`src/rtl/uart_cmd_pkg.sv`:
```
// Shared types and constants for the UART register-command controller.
package uart_cmd_pkg;

  typedef enum logic [3:0] {
    IDLE,
    CMD,
    ADDR,
    DH,
    DL,
    CHK,
    WR,
    RD,
    TX_HDR,
    TX_DH,
    TX_DL
  } state_t;

  localparam logic [7:0] HDR_BYTE  = 8'hA5;
  localparam logic [7:0] CMD_WRITE = 8'h01;
  localparam logic [7:0] CMD_READ  = 8'h02;

  // Bits needed to hold a down-counter preloaded with max_val.
  function automatic int unsigned cnt_width(input int unsigned max_val);
    return (max_val < 2) ? 1 : $clog2(max_val + 1);
  endfunction

endpackage

```
`src/rtl/uart_cmd_ctrl_gap_timer.sv`:
```
// Down-counter timeout: load restarts it, en lets it run; expire is a one-cycle pulse
// in the cycle the count would reach zero. A load in that same cycle suppresses expiry.
module uart_gap_timer #(
  parameter int unsigned WIDTH    = 8,
  parameter int unsigned LOAD_VAL = 255
) (
  input  logic clk,
  input  logic rst_n,
  input  logic load,
  input  logic en,
  output logic expire
);

  localparam logic [WIDTH-1:0] LOAD_CNT = WIDTH'(LOAD_VAL);
  localparam logic [WIDTH-1:0] ONE      = WIDTH'(1);

  logic [WIDTH-1:0] cnt_q;

  always_ff @(posedge clk or negedge rst_n) begin
    if (!rst_n) begin
      cnt_q <= '0;
    end else if (load) begin
      cnt_q <= LOAD_CNT;
    end else if (en && (cnt_q != '0)) begin
      cnt_q <= cnt_q - ONE;
    end
  end

  assign expire = en && !load && (cnt_q == ONE);

endmodule

```
`src/rtl/uart_cmd_ctrl.sv`:
```
// Parses A5/CMD/ADDR/DH/DL/CHK frames into register writes/reads; write strobe 1 cycle after CHK.
// Read responses are sent as A5,DH,DL on a valid/ready stream held until accepted.
module uart_cmd_ctrl
  import uart_cmd_pkg::*;
#(
  parameter int unsigned CLK_FRAC = 50,
  parameter int unsigned GAP_US   = 1000,
  parameter int unsigned RD_WAIT  = 255
) (
  input  logic        clk,
  input  logic        rst_n,
  input  logic [7:0]  i_rx_data,
  input  logic        i_rx_valid,
  input  logic        i_rx_err,
  output logic        o_reg_wr,
  output logic        o_reg_rd,
  output logic [7:0]  o_reg_addr,
  output logic [15:0] o_reg_wdata,
  input  logic [15:0] i_reg_rdata,
  input  logic        i_reg_rvalid,
  output logic [7:0]  o_tx_data,
  output logic        o_tx_valid,
  input  logic        i_tx_ready,
  output logic        o_frame_ok,
  output logic        o_frame_err
);

  localparam int unsigned GAP_CNT = CLK_FRAC * GAP_US / 10;
  localparam int unsigned GAP_W   = cnt_width(GAP_CNT);
  localparam int unsigned RD_W    = cnt_width(RD_WAIT);

  state_t      state_q, state_d;
  logic [7:0]  xor_q;
  logic [7:0]  cmd_q;
  logic [15:0] rdata_q;
  logic        wr_d, rd_d, ok_d, err_d;
  logic        gap_en, gap_exp, rd_en, rd_exp;
  logic        hdr_hit, rx_acc, tx_hs;

  assign gap_en     = state_q inside {CMD, ADDR, DH, DL};
  assign rd_en      = (state_q == RD);
  assign hdr_hit    = (state_q == IDLE) && i_rx_valid && (i_rx_data == HDR_BYTE);
  assign rx_acc     = gap_en && i_rx_valid && !i_rx_err;
  assign o_tx_valid = state_q inside {TX_HDR, TX_DH, TX_DL};
  assign tx_hs      = o_tx_valid && i_tx_ready;

  uart_gap_timer #(
    .WIDTH    (GAP_W),
    .LOAD_VAL (GAP_CNT)
  ) u_gap_timer (
    .clk    (clk),
    .rst_n  (rst_n),
    .load   (i_rx_valid),
    .en     (gap_en),
    .expire (gap_exp)
  );

  // Same timer reused as the read-response watchdog, armed as RD is entered.
  uart_gap_timer #(
    .WIDTH    (RD_W),
    .LOAD_VAL (RD_WAIT)
  ) u_rd_timer (
    .clk    (clk),
    .rst_n  (rst_n),
    .load   (rd_d),
    .en     (rd_en),
    .expire (rd_exp)
  );

  always_comb begin
    state_d = state_q;
    wr_d    = 1'b0;
    rd_d    = 1'b0;
    ok_d    = 1'b0;
    err_d   = 1'b0;
    case (state_q)
      IDLE: if (hdr_hit) state_d = CMD;
      CMD, ADDR, DH, DL, CHK: begin
        if (i_rx_err) begin
          err_d = 1'b1;
        end else if (i_rx_valid) begin
          case (state_q)
            CMD: begin
              if ((i_rx_data == CMD_WRITE) || (i_rx_data == CMD_READ)) state_d = ADDR;
              else err_d = 1'b1;
            end
            ADDR: state_d = DH;
            DH:   state_d = DL;
            DL:   state_d = CHK;
            default: begin
              if (i_rx_data != xor_q) begin
                err_d = 1'b1;
              end else if (cmd_q == CMD_WRITE) begin
                state_d = WR;
                wr_d    = 1'b1;
                ok_d    = 1'b1;
              end else begin
                state_d = RD;
                rd_d    = 1'b1;
              end
            end
          endcase
        end else if (gap_exp) begin
          err_d = 1'b1;
        end
        if (err_d) state_d = IDLE;
      end
      WR: state_d = IDLE;
      RD: begin
        if (i_reg_rvalid) begin
          state_d = TX_HDR;
        end else if (rd_exp) begin
          err_d   = 1'b1;
          state_d = IDLE;
        end
      end
      TX_HDR: if (tx_hs) state_d = TX_DH;
      TX_DH:  if (tx_hs) state_d = TX_DL;
      TX_DL: begin
        if (tx_hs) begin
          state_d = IDLE;
          ok_d    = 1'b1;
        end
      end
      default: state_d = IDLE;
    endcase
  end

  always_ff @(posedge clk or negedge rst_n) begin
    if (!rst_n) begin
      state_q     <= IDLE;
      o_reg_wr    <= 1'b0;
      o_reg_rd    <= 1'b0;
      o_frame_ok  <= 1'b0;
      o_frame_err <= 1'b0;
    end else begin
      state_q     <= state_d;
      o_reg_wr    <= wr_d;
      o_reg_rd    <= rd_d;
      o_frame_ok  <= ok_d;
      o_frame_err <= err_d;
    end
  end

  always_ff @(posedge clk or negedge rst_n) begin
    if (!rst_n) begin
      xor_q       <= '0;
      cmd_q       <= '0;
      o_reg_addr  <= '0;
      o_reg_wdata <= '0;
      rdata_q     <= '0;
    end else begin
      if (hdr_hit) xor_q <= '0;
      else if (rx_acc) xor_q <= xor_q ^ i_rx_data;
      if (rx_acc) begin
        case (state_q)
          CMD:     cmd_q             <= i_rx_data;
          ADDR:    o_reg_addr        <= i_rx_data;
          DH:      o_reg_wdata[15:8] <= i_rx_data;
          DL:      o_reg_wdata[7:0]  <= i_rx_data;
          default: ;
        endcase
      end
      if (rd_en && i_reg_rvalid) rdata_q <= i_reg_rdata;
    end
  end

  always_comb begin
    o_tx_data = '0;
    case (state_q)
      TX_HDR:  o_tx_data = HDR_BYTE;
      TX_DH:   o_tx_data = rdata_q[15:8];
      TX_DL:   o_tx_data = rdata_q[7:0];
      default: ;
    endcase
  end

endmodule

```
`config.mk`:
```
export PLATFORM = sky130hd
export DESIGN_NAME = uart_cmd_ctrl
export DESIGN_NICKNAME = d
export VERILOG_FILES = /design/src/rtl/uart_cmd_pkg.sv /design/src/rtl/uart_cmd_ctrl_gap_timer.sv /design/src/rtl/uart_cmd_ctrl.sv
export SDC_FILE = /design/constraint.sdc
export NUM_CORES = 1
export LEC_CHECK = 0
export CORE_ASPECT_RATIO = 1.5
export CORE_MARGIN = 3
export CORE_UTILIZATION = 54
export CTS_CLUSTER_DIAMETER = 80
export CTS_CLUSTER_SIZE = 8
export DETAILED_ROUTE_END_ITERATION = 8
export PLACE_DENSITY = 0.8
export SYNTH_ARGS = -nofsm -noshare
export SYNTH_HDL_FRONTEND = slang
export SYNTH_SLANG_ARGS = --single-unit
```
`constraint.sdc`:
```
create_clock -name clk -period 3.55 [get_ports clk]
set_input_delay 0.5325 -clock clk [delete_from_list [all_inputs] [get_ports clk]]
set_output_delay 0.5325 -clock clk [all_outputs]
set_load 0.01 [all_outputs]
```
After elaboration in Yosys (flattened, before gate mapping)
Cells that the tools add are included.
{"block": "totals", "register_bits": 85, "out_inout_bits": 37, "elab_cells": 118}
{"block": "classes", "n_addsub": 2, "n_eq_ne": 25, "n_mux": 45, "n_bitwise": 1, "reduce_logical": 32}
{"op": "two-way mux 4 bit", "count": 11}
{"op": "two-way mux 8 bit", "count": 4}
{"op": "two-way mux 13 bit", "count": 2}
{"op": "equality test 8 x 1 -> 1 bit (second input constant)", "count": 3}
{"op": "one-hot mux 4 bit (6 select lines)", "count": 1}
{"op": "one-hot mux 8 bit (3 select lines)", "count": 1}
{"op": "two-way mux 1 bit", "count": 22}
{"op": "one-hot mux 4 bit (4 select lines)", "count": 1}
{"op": "equality test 13 x 1 -> 1 bit (second input constant)", "count": 1}
{"op": "nonzero test 13 bit", "count": 1}
{"op": "subtractor 13 x 1 -> 13 bit (second input constant)", "count": 1}
{"op": "equality test 4 x 3 -> 1 bit (second input constant)", "count": 3}
{"op": "equality test 4 bit (second input constant)", "count": 3}
{"op": "logical AND 1 bit", "count": 12}
{"op": "AND reduction 9 bit", "count": 1}
{"op": "equality test 4 x 2 -> 1 bit (second input constant)", "count": 2}
{"op": "equality test 8 x 2 -> 1 bit (second input constant)", "count": 1}
{"op": "equality test 8 bit (second input constant)", "count": 1}
{"op": "!= test 2 bit (second input constant)", "count": 4}
{"op": "!= test 8 bit", "count": 1}
{"op": "AND reduction 2 bit", "count": 4}
{"op": "nonzero test 8 bit", "count": 1}
{"op": "subtractor 8 x 1 -> 8 bit (second input constant)", "count": 1}
{"op": "bitwise XOR 8 bit", "count": 1}
{"op": "15 further kinds", "count": 22}

Longest topological paths before layout
Gate-level depths: netlist of run 1.
{"block": "logic_depth", "depth_word": 13, "ltp_mapped": 9, "mapped_depth_nobuf": 7}

Cells and area by module
From an unflattened synthesis of run 1, not the netlist that was laid out.
{"block": "unflattened", "hier_cells": 382, "hier_area_um2": 4326.6}
{"mod": "uart_cmd_ctrl", "instances": 1, "cells_per_inst": 253, "area_each_um2": 3045.4}
{"mod": "uart_gap_timer (u_gap_timer)", "instances": 1, "cells_per_inst": 80, "area_each_um2": 797.0}
{"mod": "uart_gap_timer (u_rd_timer)", "instances": 1, "cells_per_inst": 49, "area_each_um2": 484.2}

Worst setup path after synthesis of run 1
OpenSTA, ideal clock, no wires.
{"block": "synth_timing", "path_kind": "reg-to-reg", "start": "reg u_rd_timer.cnt_q[5] (netlist name)", "end": "reg o_reg_wdata[10]", "setup_ns": 0.125, "t_arrival_ns": 2.397, "required_time_ns": 3.425, "path_slack_ns": 1.029, "stages_incl_launch_ff": 7, "n_path_buf": 0, "synth_period_minus_slack_ns": 2.521, "cell_sequence": "dfrtp_1 or4_4 nor3_4 a211oi_2 a2111oi_4 nand4_4 mux2_2"}
{"item": "to (signal assigned)", "line_no": "uart_cmd_ctrl.sv:159", "source": "DH: o_reg_wdata[15:8] <= i_rx_data;"}
{"item": "to (decl)", "line_no": "uart_cmd_ctrl.sv:18", "source": "output logic [15:0] o_reg_wdata,"}

Final worst setup path of run 1
{"block": "layout_timing", "start": "reg state_q[0]", "end": "out o_tx_data[6]"}
{"block": "layout_via", "elab_chain_cells": 2, "elab_cells_between_ends": 4, "classes_between": "3 x eq/ne; 1 x mux"}
{"item": "from (decl)", "line_no": "uart_cmd_ctrl.sv:32", "source": "state_t state_q, state_d;"}
{"item": "from (signal assigned)", "line_no": "uart_cmd_ctrl.sv:137", "source": "state_q <= state_d;"}
{"item": "equality test 4 bit", "line_no": "uart_cmd_ctrl.sv:170", "source": "case (state_q)"}
{"item": "one-hot mux 8 bit (3 select lines) (*)", "line_no": "uart_cmd_ctrl.sv:170"}
{"item": "to (decl)", "line_no": "uart_cmd_ctrl.sv:21", "source": "output logic [7:0] o_tx_data,"}
Every way passes the cells marked *; elsewhere a longest branch is shown, timed or not.

==> results_dict.tcl, run 1 <==
set metrics [dict create \
    status "completed" \
    rrSetupSlack_ns 0.73 \
    layout-drive-gt1-share_pct 18.8 \
    cp.arrival_ns 2.48 \
    crit_path_end_kind "primary output" \
    hold_buffers 0 \
    drv_slew 0 \
    num-fill-cells 559 \
    yosys.area.top_type "dfrtp_1" \
    synthCells 378 \
    initial_core_util_pct 56.7 \
    maxCapViolCount 0 \
    worst_hold_path_type "in2async" \
    cts_made_buffers 9 \
    io_pins 67 \
    nets 477 \
    diodes 0 \
    syn_area_per_cell_sq_um 11.1 \
    fin_crit_ns 3.01 \
    drt_wl_total_mm 9.32 \
    final_core_util_pct 70.0 \
    clock_path_buffers 2 \
    synthSimpleGateAreaFrac_pct 15.9 \
    required_ns 3.02 \
    drtPass1Iterations 4 \
    tightest_slew_ns 1.05 \
    cts-resized-gates 0 \
    crit_path_start_kind "flip-flop" \
    cts_sinks 85 \
    grt_usage_pct 23.3 \
    clk_pin_slew_ns 0.09 \
    drt_iter0_markers 182 \
    grt_pass1_wl_mm 16.1 \
    r2r_cells 6 \
    dp.cells 531 \
    vias_per_cell 5.69 \
    dp_hpwl_mm 6.51 \
    async_reset_ff_share_pct 100 \
    r2r-start "state_q[0]$_DFFE_PN0P_" \
    synth_common_cells "85 x dfrtp_1, 47 x mux2_2, 29 x nor2_1" \
    clk_latency_ns 0.36 \
    synth_mux_area_share_pct 13.1 \
    cts_tree "built" \
    synth_compound_area_share_pct 9.66 \
    yosys.area_share.adder_pct 1.49 \
    period_share_pct 84.7 \
    post_synth_num_cell_types 52 \
    yosys-top-cells-area "dfrtp_1 51%, mux2_2 13%, xnor2_1 3.5%" \
    h-tree-depth 3 \
    fp.dieW_microns 78.1 \
    drc 0 \
    rsz0062_at_grt "false" \
    grt_start_max_net_pins 86 \
    synth_ff_type "dfrtp_1" \
    r2r-end "o_reg_addr[2]$_DFFE_PN0P_" \
    finalHoldViolations 0 \
    synth_most_common_cell "dfrtp_1" \
    relSlewSlack_pct 30.0 \
    vias 3112 \
    die-height_microns 114 \
    wl_per_cell_microns 17.0 \
    dieArea_sq_um 8910 \
    synth_top_area_share_pct 50.5 \
    core_area_sq_um 7420 \
    ys_ff_latch 85 \
    synthToLayoutAreaGrowth_pct 23.4 \
    setup_viol 0 \
    synth.cell_area_sq_um 4210 \
    placementRows 38 \
    antenna_found_initial 0 \
    fin_cells 547 \
    place_congestion 0.873 \
    synth-edff-count 0 \
    place.port_buffers 66 \
    synth_top_family_by_area "simple AND/OR/NAND/NOR gates" \
    syn-num-nets 413 \
    power.leakage_nw 2.17 \
    ys_seq_area_share_pct 50.5 \
    cellPowerDensity_nw_per_um2 786 \
    finalSetupTns_ns 0 \
    crit_fanout 11 \
    drtAntennaViolNets 0 \
    grt_overflow 0 \
    grt_pass1_vias 3330 \
    synth_xor_area_share_pct 6.24 \
    max_clock_freq_mhz 332 \
    synth-warning-count 0 \
    cts_setup_buffers 0 \
    vdd_drop_max_v 0.000476 \
    finClkSkew_ns 0.0104 \
    root_buffer "clkbuf_8" \
    crit_type "reg2out" \
]
-- flip-flops by register name, indices dropped and copies added (netlist names), 4 cells and up --
| name | count |
|---|---|
| cmd_q | 8 |
| o_reg_addr | 8 |
| o_reg_wdata | 16 |
| rdata_q | 16 |
| state_q | 4 |
| u_gap_timer.cnt_q | 13 |
| u_rd_timer.cnt_q | 8 |
| xor_q | 8 |
-- critical path, cell delays in order (launching register included) --
cell and delay (ns):
dfrtp_1 0.58, buf_4 0.23, nor2b_1 0.45, a22oi_1 0.15
nor2_1 0.13, clkdlybuf4s50_1 0.55
-- per-layer routing --
| layer | global-route usage (%) | wire length [microns] | up-vias |
|---|---|---|---|
| li1 | - | - | 1455 |
| met1 | 28.7 | 3820 | 1560 |
| met2 | 39.5 | 4850 | 81 |
| met3 | 4.25 | 393 | 16 |
| met4 | 11.4 | 257 | 0 |
| met5 | 0 | 0 | - |
-- final cells by class --
class	count	area, sq um	area share, %
inverter	15	56.3	1.08
multi-input combinational	259	1950	37.5
clock inverter	5	81.3	1.57
tap	100	125	2.41
clock buffer	11	151	2.91
timing repair buffer	72	703	13.5
sequential	85	2130	40.9
-- power breakdown --
group | internal, mW | switching [mW] | total, mW
Combinational | 0.873 | 0.807 | 1.68
Clock | 0.436 | 0.344 | 0.779
Sequential | 1.34 | 0.286 | 1.63
-- through the flow --
step	hold WS [ns]	cell area (sq um)	power, mW	worst slack [ns]
2_1_floorplan	0.237	4210	2.67	1.03
3_3_place_gp	0.487	4960	3.24	0.472
3_5_place_dp	0.485	4960	3.31	0.347
4_1_cts	0.384	5190	4.11	0.523
5_1_grt	0.417	5190	4.37	0.358
6_report	0.304	5190	4.08	0.542
-- cell usage in the layout, fill, tap and decap left out, types with 2 or more instances in the layout --
master            n
dfrtp_1          85
clkdlybuf4s50_1  65
mux2_2           47
nor2_1           29
nand2_1          25
xnor2_1          17
a21oi_1          16
inv_1            15
xor2_1           13
nor4_1           12
o21ai_0          11
clkbuf_8         11
nor3_1           10
nor2b_1           9
nand2b_1          8
buf_4             7
a22o_1            6
ha_1              5
a22oi_1           4
nand3_1           4
o211ai_1          4
or3_1             3
a31o_2            2
nand4b_1          2
and3_1            2
or4_1             2
a211oi_2          2
nand3_4           2
bufinv_16         2
-- logic make-up (layout without fill, tap and decap cells) --
family / after synthesis / after routing
buf+inv: 34 / 103
simple gates: 119 / 119
xor+xnor: 30 / 30
mux: 49 / 49
fa+ha+maj: 5 / 5
flops: 85 / 85
compound gates: 56 / 56
-- how the worst max path moves through the flow --
stage / from / end / slack (ns) / cells after the start
floorplan: u_rd_timer.cnt_q[5]$_DFFE_PN0P_ / o_reg_wdata[10]$_DFFE_PN0P_ / 1.03 / 6
global placement: i_rx_data[0] / o_reg_addr[2]$_DFFE_PN0P_ / 0.47 / 7
detailed placement: i_rx_data[2] / o_reg_addr[2]$_DFFE_PN0P_ / 0.35 / 7
CTS: state_q[0]$_DFFE_PN0P_ / o_tx_data[6] / 0.52 / 5
global route: state_q[0]$_DFFE_PN0P_ / o_tx_data[6] / 0.36 / 5
finish: state_q[0]$_DFFE_PN0P_ / o_tx_data[6] / 0.54 / 5
Power figures use the tool's default switching activity.
==> inputs of run 2 (changes only) <==
==> constraint.sdc (replaced) <==
create_clock -name clk -period 2.9 [get_ports clk]
set_input_delay 0.435 -clock clk [delete_from_list [all_inputs] [get_ports clk]]
set_output_delay 0.435 -clock clk [all_outputs]
set_load 0.01 [all_outputs]
==> run 2 against run 1 <==
Net effect:
- global-route usage down 0.84 points
- largest power group unchanged
- core utilization up 0.76 points
- critical endpoint is now o_tx_valid
- worst setup slack lost 0.36 ns
- register-to-register slack got worse by 0.45 ns
- critical path type unchanged
==> results_dict.tcl, run 2 (synthesis gave the netlist of run 1 again) <==
set metrics [dict create \
    hold_buffers 0 \
    diodes 0 \
    fin_cells 559 \
    crit_path_start "state_q[2]$_DFFE_PN0P_" \
    place.port_buffers 66 \
    period_share_pct 93.8 \
    worstSetupEndpoint "o_tx_valid" \
    final_common_cell "dfrtp_1" \
    required_ns 2.47 \
    crit_chain "inv_1, nand2_1, a21oi_2, clkdlybuf4s50_1" \
    finalHoldViolations 0 \
    maxCapViolCount 0 \
    vias 3045 \
    drc 0 \
    drtPass1Iterations 4 \
    cts_setup_buffers 0 \
    cp.arrival_ns 2.29 \
    dieArea_sq_um 8910 \
    vdd_drop_max_v 0.000614 \
    drtAntennaViolNets 0 \
    fin_crit_ns 2.72 \
    grt_overflow 0 \
    status "completed" \
    die-height_microns 114 \
    reg_top3 "o_reg_wdata: 16 flops, rdata_q: 16 flops, u_gap_timer.cnt_q: 13 flops" \
    finClkSkew_ns 0.0106 \
    core_area_sq_um 7420 \
    tightest_slew_ns 1.04 \
    drv_slew 0 \
    worst_hold_path_type "in2async" \
    cts_made_buffers 9 \
    clk_latency_ns 0.35 \
    rsz0062_at_grt "false" \
    grt_start_max_net_pins 86 \
    cts_tree "built" \
    layout-drive-gt1-share_pct 20.7 \
    drt_iter0_markers 216 \
    grt_usage_pct 22.5 \
    vias_per_cell 5.45 \
    dp.cells 545 \
    placementRows 38 \
    final_core_util_pct 70.8 \
    h-tree-depth 3 \
    worst_slack_ns 0.180 \
    nets 491 \
    crit_path_start_kind "flip-flop" \
    relSlewSlack_pct 30.8 \
    final_cell_mix "85 x dfrtp_1, 65 x clkdlybuf4s50_1, 47 x mux2_2" \
    rrSetupSlack_ns 0.28 \
    power_mw 4.86 \
    fp.dieW_microns 78.1 \
    dp_hpwl_mm 6.81 \
    cellPowerDensity_nw_per_um2 925 \
    synthToLayoutAreaGrowth_pct 24.8 \
    place_congestion 0.926 \
    drt_wl_total_mm 9.23 \
    power.leakage_nw 2.21 \
    antenna_found_initial 0 \
    grt_pass1_wl_mm 15.6 \
    cts_sinks 85 \
    grt_pass1_vias 3238 \
    crit_type "reg2out" \
    initial_core_util_pct 56.7 \
    crit_fanout 11 \
    post-place-ws_ns 0.128 \
    cpPeakStageDelay_ns 0.58 \
    max_clock_freq_mhz 368 \
    r2r-start "state_q[2]$_DFFE_PN0P_" \
    wl_per_cell_microns 16.5 \
    setup_viol 0 \
    clk_pin_slew_ns 0.08 \
    r2r-end "o_reg_addr[2]$_DFFE_PN0P_" \
    r2r_cells 6 \
    slowest_stage "clkdlybuf4s50_1" \
    root_buffer "clkbuf_8" \
    io_pins 67 \
    clock_path_buffers 2 \
    crit_path_end_kind "primary output" \
    finalSetupTns_ns 0 \
]
## run 2: cell count changes in the layout (fill, tap and decap cells not counted), sizes merged
cell / previous run / this run
buf: 7 / 21
inv: 16 / 15
clkinvlp: 1 / 0
bufinv: 2 / 1
clkbuf: 11 / 12
## run 2: routing by layer
layer | wire [microns] | GRT usage (%) | vias to the layer above
met1 | 3730 | 26.3 | 1472
met2 | 4900 | 39.8 | 72
li1 | - | - | 1480
met4 | 231 | 10.4 | 0
met5 | 0 | 0 | -
met3 | 372 | 4.25 | 21
## run 2: what timing repair did
action                                  CTS  global route
resized for setup                         0             1
endpoints found under the hold margin     0             0
endpoints found under the setup margin    0             1
## run 2: how the worst min path moves through the flow
stage	endpoint	depth (start not counted)	slack, ns
floorplan	cmd_q[0]$_DFFE_PN0P_	0	0.14
global placement	cmd_q[0]$_DFFE_PN0P_	1	0.48
detailed placement	o_reg_addr[1]$_DFFE_PN0P_	1	0.49
CTS	u_rd_timer.cnt_q[3]$_DFFE_PN0P_	1	0.29
global route	u_rd_timer.cnt_q[4]$_DFFE_PN0P_	1	0.33
finish	u_rd_timer.cnt_q[3]$_DFFE_PN0P_	1	0.24
## run 2: where the power goes
part	switching, mW	leakage, nW	internal, mW
clock network	0.376	0.0923	0.411
logic	0.987	1.08	1.11
registers	0.335	1.04	1.64
## run 2: worst max-delay path: cells and delay by family, from the launching register on
family                 cells  cell delay (ns)
AND/OR/NAND/NOR            1             0.31
flip-flops                 1             0.50
buffers and inverters      2             0.82
AO/OA/AOI/OAI              1             0.29
## run 2: through the flow
stage | area, sq um | hold WS, ns
3_5_place_dp | 5070 | 0.493
2_1_floorplan | 4210 | 0.139
4_1_cts | 5250 | 0.293
5_1_grt | 5250 | 0.330
6_report | 5250 | 0.237
3_3_place_gp | 5070 | 0.480
## run 2: final cells by class
type	instances	area, sq um
clock buffer	12	145
multi-input combinational	259	1950
inverter	15	56.3
timing repair buffer	86	808
sequential	85	2130
clock inverter	2	35.0
fill	564	2170
tap	100	125
==> inputs of run 3 (changes only) <==
--- a/config.mk
+++ b/config.mk
@@ -11,6 +11,7 @@
 export CTS_CLUSTER_DIAMETER = 80
 export CTS_CLUSTER_SIZE = 8
 export DETAILED_ROUTE_END_ITERATION = 8
+export MAX_ROUTING_LAYER = met4
 export PLACE_DENSITY = 0.8
 export SYNTH_ARGS = -nofsm -noshare
 export SYNTH_HDL_FRONTEND = slang
==> run 3 against run 2 <==
Net effect:
- clock power is 3.6% higher
- sequential power hardly changed
- core utilization is 0.22 points higher
- non-clock buffer count is 1 higher
- largest cell class unchanged
- final cell count is 0.36% higher
- critical path type unchanged
- critical path depth is 1 higher
- wire length is 2.4% higher
- highest routed layer unchanged
- design area is 0.31% higher
- combinational power hardly changed
- global-route usage is 1.2 points higher
- power is 1.2% higher
==> results_dict.tcl, run 3 (synthesis gave the netlist of run 1 again) <==
set metrics [dict create \
    num-fill-cells 580 \
    max_clock_freq_mhz 372 \
    root_buffer "clkbuf_8" \
    drc 0 \
    regArea_sq_um 2130 \
    crit_path_start_kind "flip-flop" \
    drtAntennaViolNets 0 \
    maxCapViolCount 0 \
    grt_usage_pct 23.7 \
    finalHoldViolations 0 \
    grt_pass1_wl_mm 16.0 \
    placementRows 38 \
    reg_top3 "o_reg_wdata: 16 flops, rdata_q: 16 flops, u_gap_timer.cnt_q: 13 flops" \
    nets 492 \
    multi_input_area_sq_um 1950 \
    grt_start_max_net_pins 86 \
    final_area_sq_um 5270 \
    clk_latency_ns 0.35 \
    status "completed" \
    rsz0062_at_grt "false" \
    clk_pin_slew_ns 0.08 \
    setup_viol 0 \
    cts_tree "built" \
    layout-drive-gt1-share_pct 20.6 \
    required_ns 2.47 \
    synthToLayoutAreaGrowth_pct 25.1 \
    drt_wl_total_mm 9.45 \
    drv_slew 0 \
    finClkSkew_ns 0.00999 \
    cts_made_buffers 9 \
    hold_buffers 0 \
    diodes 0 \
    vias 3130 \
    final_common_cell "dfrtp_1" \
    worst_hold_path_type "in2async" \
    fp.dieW_microns 78.1 \
    r2r_cells 6 \
    holdWs_ns 0.229 \
    vdd_drop_max_v 0.000586 \
    place.port_buffers 66 \
    grt_pass1_vias 3339 \
    cellPowerDensity_nw_per_um2 934 \
    power.leakage_nw 2.22 \
    tightest_slew_ns 1.03 \
    io_pins 67 \
    core_area_sq_um 7420 \
    relSlewSlack_pct 31.3 \
    cp.arrival_ns 2.26 \
    vias_per_cell 5.58 \
    final_cell_mix "85 x dfrtp_1, 65 x clkdlybuf4s50_1, 47 x mux2_2" \
    placed_area_sq_um 5070 \
    crit_fanout 11 \
    dieArea_sq_um 8910 \
    final_core_util_pct 71.0 \
    place_congestion 0.944 \
    cts_setup_buffers 0 \
    clock_path_buffers 2 \
    finalSetupTns_ns 0 \
    initial_core_util_pct 56.7 \
    fin_crit_ns 2.69 \
    cts_sinks 85 \
    wl_per_cell_microns 16.8 \
    h-tree-depth 3 \
    dp_hpwl_mm 6.98 \
    drt_iter0_markers 155 \
    cts-resized-gates 0 \
    crit_type "reg2out" \
    grt_overflow 0 \
    crit_path_end_kind "primary output" \
    period_share_pct 92.8 \
    drtPass1Iterations 4 \
    antenna_found_initial 0 \
    die-height_microns 114 \
]
run 3: changes by cell type in the layout (fill, tap and decap cells not counted):
cell / delta
a21oi_1: +1
a21oi_2: -1
buf_4: +1
clkbuf_1: +1
clkbuf_8: +1
clkinv_2: -1
run 3: area by class of cell:
class | count | area share (%)
Clock inverter | 1 | 0.570
Tap cell | 100 | 2.38
Clock buffer | 14 | 3.09
Inverter | 15 | 1.07
Timing Repair Buffer | 87 | 15.5
Multi-Input combinational cell | 259 | 37.0
Sequential cell | 85 | 40.4
run 3: worst paths after layout:
path	from	endpoint	slack (ns)
min in group clk	cmd_q[0]$_DFFE_PN0P_	cmd_q[0]$_DFFE_PN0P_	0.51
max	state_q[2]$_DFFE_PN0P_	o_tx_valid	0.21
max in group asynchronous	rst_n	u_gap_timer.cnt_q[4]$_DFFE_PN0P_	1.97
min	rst_n	u_rd_timer.cnt_q[4]$_DFFE_PN0P_	0.23
max reg2reg	state_q[2]$_DFFE_PN0P_	o_reg_addr[2]$_DFFE_PN0P_	0.21
min reg2reg	cmd_q[0]$_DFFE_PN0P_	cmd_q[0]$_DFFE_PN0P_	0.51
run 3: report_power, final:
part	internal, mW	switching (mW)	total, mW
clock network	0.442	0.374	0.816
logic	1.11	1.00	2.12
registers	1.64	0.347	1.99
total	3.20	1.72	4.92
run 3: critical path, stage by stage, from the launching register on:
cell,delay [ns]
dfrtp_1,0.50
inv_1,0.25
nand2_1,0.08
buf_4,0.19
a21oi_1,0.26
clkdlybuf4s50_1,0.62
run 3: metal layers:
metal / track usage (%) / vias to the layer above / part of all wire (%)
li1: - / 1479 / -
met1: 26.3 / 1560 / 39
met2: 41.6 / 73 / 55
met3: 4.33 / 18 / 3.7
met4: 10.5 / 0 / 2.1
met5: - / - / 0
run 3: metrics by stage:
step | power [mW] | setup slack, ns | cells
2_1_floorplan | 3.26 | 0.379 | 378
3_3_place_gp | 4.02 | 0.172 | 546
3_5_place_dp | 4.11 | 0.0558 | 546
4_1_cts | 4.95 | 0.203 | 561
5_1_grt | 5.26 | 0.0585 | 561
6_report | 4.92 | 0.208 | 561
